`config.mk`:
```
export PLATFORM = sky130hd
export DESIGN_NAME = fwd_hazard_ctrl
export DESIGN_NICKNAME = d
export VERILOG_FILES = /design/src/rtl/mips_fwd_pkg.sv /design/src/rtl/fwd_src_resolve.sv /design/src/rtl/fwd_hazard_ctrl.sv
export SDC_FILE = /design/constraint.sdc
export NUM_CORES = 1
export LEC_CHECK = 0
export CAP_MARGIN = 5
export CORE_MARGIN = 5
export CORE_UTILIZATION = 48
export DETAILED_ROUTE_END_ITERATION = 6
export GPL_TIMING_DRIVEN = 0
export PLACE_DENSITY_LB_ADDON = 0.15
export RECOVER_POWER = 25
export SYNTH_ARGS = -nofsm -noshare
export SYNTH_HDL_FRONTEND = slang
export SYNTH_HIERARCHICAL = 1
export SYNTH_SLANG_ARGS = --single-unit
export TNS_END_PERCENT = 30
```
`constraint.sdc`:
```
create_clock -name clk -period 2.3 [get_ports clk]
set_clock_uncertainty 0.15 [all_clocks]
set_input_delay 0.23 -clock clk [delete_from_list [all_inputs] [get_ports clk]]
set_output_delay 0.23 -clock clk [all_outputs]
set_load 0.05 [all_outputs]
```
`src/rtl/mips_fwd_pkg.sv`:
```
// Shared encodings and tag-entry type for the EX-stage forwarding network.
// The EX operand muxes decode the same FWD_* values.
package mips_fwd_pkg;

  localparam logic [1:0] FWD_GPR  = 2'b00;
  localparam logic [1:0] FWD_WB   = 2'b01;
  localparam logic [1:0] FWD_MEM1 = 2'b10;
  localparam logic [1:0] FWD_MEM2 = 2'b11;

  // Tags are sized for the 32-entry integer register file.
  localparam int GPR_AW = 5;

  typedef struct packed {
    logic              v;
    logic [GPR_AW-1:0] dst;
    logic              late;
  } tag_t;

  localparam tag_t TAG_EMPTY = '{v: 1'b0, dst: '0, late: 1'b0};

endpackage

```
`src/rtl/fwd_src_resolve.sv`:
```
// Resolves one source operand against the in-flight destination tags:
// youngest match wins, late producers not yet finished raise a hazard.
module fwd_src_resolve
  import mips_fwd_pkg::*;
#(
  parameter int REG_AW = 5
) (
  input  logic [REG_AW-1:0] src,
  input  logic              used,
  input  tag_t              ex_tag,
  input  tag_t              mem1_tag,
  input  tag_t              mem2_tag,
  input  tag_t              wb_tag,
  output logic [1:0]        sel,
  output logic              hazard
);

  function automatic logic hit(input tag_t t);
    return used && (src != '0) && t.v && (t.dst == src);
  endfunction

  // NOTE: every output gets a default before the priority chain so no latch is inferred.
  always_comb begin
    sel    = FWD_GPR;
    hazard = 1'b0;
    if (hit(ex_tag)) begin
      if (ex_tag.late) hazard = 1'b1;
      else             sel    = FWD_MEM1;
    end else if (hit(mem1_tag)) begin
      if (mem1_tag.late) hazard = 1'b1;
      else               sel    = FWD_MEM2;
    end else if (hit(mem2_tag)) begin
      sel = FWD_WB;
    end else if (hit(wb_tag)) begin
      // Write-first register file: the GPR read already sees this result.
      sel = FWD_GPR;
    end
  end

endmodule

```
`src/rtl/fwd_hazard_ctrl.sv`:
```
// Forwarding-select and load-use stall controller for the 5-stage pipeline.
// Keeps a shadow pipeline of destination tags advanced like ID/EX.
module fwd_hazard_ctrl
  import mips_fwd_pkg::*;
#(
  parameter int REG_AW = 5
) (
  input  logic              clk,
  input  logic              rst_n,
  input  logic              id_valid,
  input  logic [REG_AW-1:0] id_rs,
  input  logic [REG_AW-1:0] id_rt,
  input  logic              id_rs_used,
  input  logic              id_rt_used,
  input  logic              id_wr_en,
  input  logic [REG_AW-1:0] id_dst,
  input  logic              id_late,
  input  logic              stall_ext,
  input  logic              flush,
  output logic              stall_id,
  output logic [1:0]        ex_fwd_a,
  output logic [1:0]        ex_fwd_b
);

  tag_t ex_tag, mem1_tag, mem2_tag, wb_tag;
  tag_t id_tag;

  logic [1:0] sel_a, sel_b;
  logic       haz_a, haz_b;

  fwd_src_resolve #(.REG_AW(REG_AW)) u_rs (
    .src      (id_rs),
    .used     (id_rs_used),
    .ex_tag   (ex_tag),
    .mem1_tag (mem1_tag),
    .mem2_tag (mem2_tag),
    .wb_tag   (wb_tag),
    .sel      (sel_a),
    .hazard   (haz_a)
  );

  fwd_src_resolve #(.REG_AW(REG_AW)) u_rt (
    .src      (id_rt),
    .used     (id_rt_used),
    .ex_tag   (ex_tag),
    .mem1_tag (mem1_tag),
    .mem2_tag (mem2_tag),
    .wb_tag   (wb_tag),
    .sel      (sel_b),
    .hazard   (haz_b)
  );

  assign stall_id = id_valid && (haz_a || haz_b) && !flush;

  // Writes to $0 never produce a forwardable result.
  assign id_tag = '{v:    id_valid && id_wr_en && (id_dst != '0),
                    dst:  id_dst,
                    late: id_late};

  // NOTE: state uses non-blocking assignments and an async active-low reset;
  // the tag shift relies on every register sampling its old neighbour.
  always_ff @(posedge clk or negedge rst_n) begin
    if (!rst_n) begin
      ex_tag   <= TAG_EMPTY;
      mem1_tag <= TAG_EMPTY;
      mem2_tag <= TAG_EMPTY;
      wb_tag   <= TAG_EMPTY;
      ex_fwd_a <= FWD_GPR;
      ex_fwd_b <= FWD_GPR;
    end else if (!stall_ext) begin
      wb_tag   <= mem2_tag;
      mem2_tag <= mem1_tag;
      mem1_tag <= flush ? TAG_EMPTY : ex_tag;
      if (stall_id || flush) begin
        ex_tag   <= TAG_EMPTY;
        ex_fwd_a <= FWD_GPR;
        ex_fwd_b <= FWD_GPR;
      end else begin
        ex_tag   <= id_tag;
        ex_fwd_a <= id_valid ? sel_a : FWD_GPR;
        ex_fwd_b <= id_valid ? sel_b : FWD_GPR;
      end
    end
  end

endmodule

```
==> results of run 1 <==
==> what timing repair did <==
| action | CTS | global route |
|---|---|---|
| hold buffers | 0 | 0 |
| setup endpoints to repair | 12 | 12 |
| resized for setup | 15 | 10 |
| setup buffers | 5 | 4 |
| hold endpoints to repair | 0 | 0 |
| pin swaps | 6 | 10 |
| cloned | 0 | 0 |
==> cell type report <==
type | instances | area, um^2
plain buffers | 4 | 16.3
clock buffers | 3 | 22.5
clock inverters | 1 | 30.0
fillers | 254 | 1010
inverters | 2 | 7.51
multi-input cells | 111 | 933
flip-flops and latches | 24 | 602
well taps | 44 | 55.1
repair buffers | 36 | 355
==> registers in the layout (all words and copies together) (netlist names) <==
signal and count:
ex_fwd_a 2, ex_fwd_b 2, ex_tag 7, mem1_tag 7, mem2_tag 6
==> power by group through the flow <==
stage / logic, W / registers [W] / clock network, W
after global routing: 0.000227 / 0.000486 / 0.000332
after global placement: 0.000186 / 0.000489 / 0
after floorplan: 0.000109 / 0.000480 / 0
after detailed placement: 0.000191 / 0.000490 / 0
after CTS: 0.000201 / 0.000481 / 0.000316
final: 0.000208 / 0.000481 / 0.000311
==> through the flow <==
step                area (um^2)   util  TNS (ns)
floorplan                  1520      -         0
global placement           1850  0.612     -5.81
detailed placement         1850  0.612     -6.26
CTS                        1980  0.654     -2.06
global route               2020  0.668     -2.90
finish                     2020  0.668     -1.71
==> cell usage in the layout, fill, tap and decap left out, drive strengths merged, types with 4 or more instances in the layout <==
cell           count
clkbuf             6
nand2b             8
and2               4
o21ai              9
o41ai              4
nand2             10
clkdlybuf4s50     22
nor4               5
buf               10
xnor2             14
mux2               6
xor2              16
dfrtp             24
a22o              10
nand4              6
==> metal layers <==
| metal | vias to the layer above | part of all wire | track usage | routed length [um] |
|---|---|---|---|---|
| li1 | 599 | - | - | - |
| met1 | 606 | 0.44 | 0.240 | 1600 |
| met2 | 36 | 0.49 | 0.310 | 1780 |
| met3 | 8 | 0.053 | 0.0374 | 193 |
| met4 | 0 | 0.013 | 0.0389 | 47 |
| met5 | - | 0 | 0 | 0 |
==> final timing paths <==
| check | end | depth (start not counted) | from | slack [ns] |
|---|---|---|---|---|
| setup / recovery | stall_id | 7 | mem1_tag[4] | -0.40 |
| hold / removal | mem2_tag[2] | 1 | rst_n | 0.31 |
| setup reg to reg | ex_tag[1] | 9 | mem1_tag[4] | -0.21 |
| hold reg to reg | ex_fwd_a[0] | 1 | ex_fwd_a[0] | 0.38 |
| max in group asynchronous | mem1_tag[2] | 1 | rst_n | 0.97 |
| min in group clk | ex_tag[0] | 2 | id_late | 0.35 |
==> summary by stage, run 1 <==
Pwr
Of the total power, the share spent switching nets is 0.267. The total power consumption of the routed design is 0.00100 W. The part of the total power dissipated in sequential elements is 0.480. The internal power component is approximately 0.00073 W. The worst-case IR drop observed on VDD is 0.000337 V. The areal power density over the cells is 495 mW/mm^2. The power dissipated by switching net loads is 0.000268 W. The relative contribution of the clock network to total power is 0.311. The total leakage power is 0.854 nW. The share of power burned in combinational logic is 0.208.

Setup path
The signal on the critical path passes through xor2_1, nor4_2, nand3_1, o41ai_4, nor2_2, nor2_4, buf_8. The critical path data arrival time is around 2.3 ns. The family with the most delay on the worst path is simple AND/OR/NAND/NOR gates. The element type at the critical path start is a register. The worst endpoint required time is between 1.5 and 2 ns. STA classifies the critical path endpoint as a primary output. The master of the slowest instance on the critical path is sky130_fd_sc_hd__o41ai_4. The maximum fanout encountered on the critical timing path is 3. The worst stage delay on the critical path is 0.47 ns. The start-to-end type of the worst setup path is register to primary output.

The sum of buffers and inverters on the critical path is 1.

Yosys
The warning count from the yosys run is 6. The cell area after technology mapping is 0.00150 mm^2. The synthesized area per cell is between 10 and 15 um^2.

In the synthesized netlist, the number of instances is roughly 140. The post-synthesis net count is about 170.

Global routing
The first global-routing pass estimated between 6000 and 7000 um of wire. The number of antenna violations at the first check in global routing is 0. The largest net degree at the start of global routing is 25. For this run the aggregate overflow at the end of global routing stands at 0. In the global route stage, overall resource usage came out at 0.183.

The number of global-route vias before repair is approximately 1300.

Layout
After the last flow step, the layout net total stands at just over 200. The final cell count without fillers is 225. The repair_antennas step left the layout with diodes totalling 0. Of the cells placed in the final design, the portion with a size suffix greater than 1 is 0.199. The area growth from synthesis to layout is 35.1%.

Placed design
Routability-driven placement finished with a final weighted congestion of ~0.81. The worst slack at placement is -1.19 ns. The HPWL after detailed placement is between 2000 and 3000 um. After detailed placement, the design holds a cell count of 213. In this run the tool buffered the top-level ports with 28 buffer cells.

Floorplan
The floorplan step defined a die boundary enclosing between 0.004 and 0.005 mm^2. For this configuration, the core starts out at a cell density of 0.494. For this design the top-level I/O count stands at 29. The width of the die is between 60 and 70 um. The vertical extent of the die is 65.8 um. The count of standard-cell rows is 20.

The placeable core region is a little over 0.003 mm^2.

CTS
The later pin in the worst-skew pair is clocked with a latency of between 0.3 and 0.4 ns. The clock drives 24 sinks. The number of buffers created by CTS is 3. The clock passes through at most 2 buffers. The TritonCTS clock tree is done. After clock tree synthesis, the clock-pin slew on the worst setup and hold paths is 0.15 ns.

The H-tree level count is 1. The tree is rooted in a sky130_fd_sc_hd__clkbuf_4.

Hold path
In this run the worst hold path is classified as input port to asynchronous set/reset pin.

Timing
The final-report max-slew violation count is 0. On the final layout, the worst hold slack is 0.312 ns. Derived from the worst setup path, the maximum achievable clock frequency is between 300 and 400 MHz. The transition at the pin with the smallest max-transition slack is approximately 1.1 ns. The post-route minimum period is roughly 2.7 ns. The final clock period utilization by the worst path is 1.17. The relative slew slack is 0.285.

Setup repair after global routing could not meet its margin everywhere. The number of hold violations in the final report is 0. The number of failing setup endpoints in the final timing report is 12.

Once routing completed, OpenROAD measured the worst setup slack at -0.398 ns.

Detailed routing
The post-detailed-route via-to-cell ratio is 5.55. The total number of vias is about 1200. The first detailed-routing pass ran for 5 iterations. The average wire length per cell after detail routing is around 16 um. For this run, design rule violations remaining after detail routing come to 0. For this block, the initial DRC count from the detailed router was 94. The detailed-route wire length is between 3000 and 4000 um.

The count of nets left with antenna violations once routing finished came out at 0.

Outcome
The checks that failed: setup timing. The flow ran to the end, but the final reports show violations.

Run
Max-cap violations in this run came to 0.
(Power assumes the default switching activity.)
==> inputs of run 2 (changes only) <==
CAP_MARGIN = unset   (was 5)
==> results of run 2 <==
The final DEF is identical to that of run 1; final timing and power are the same.
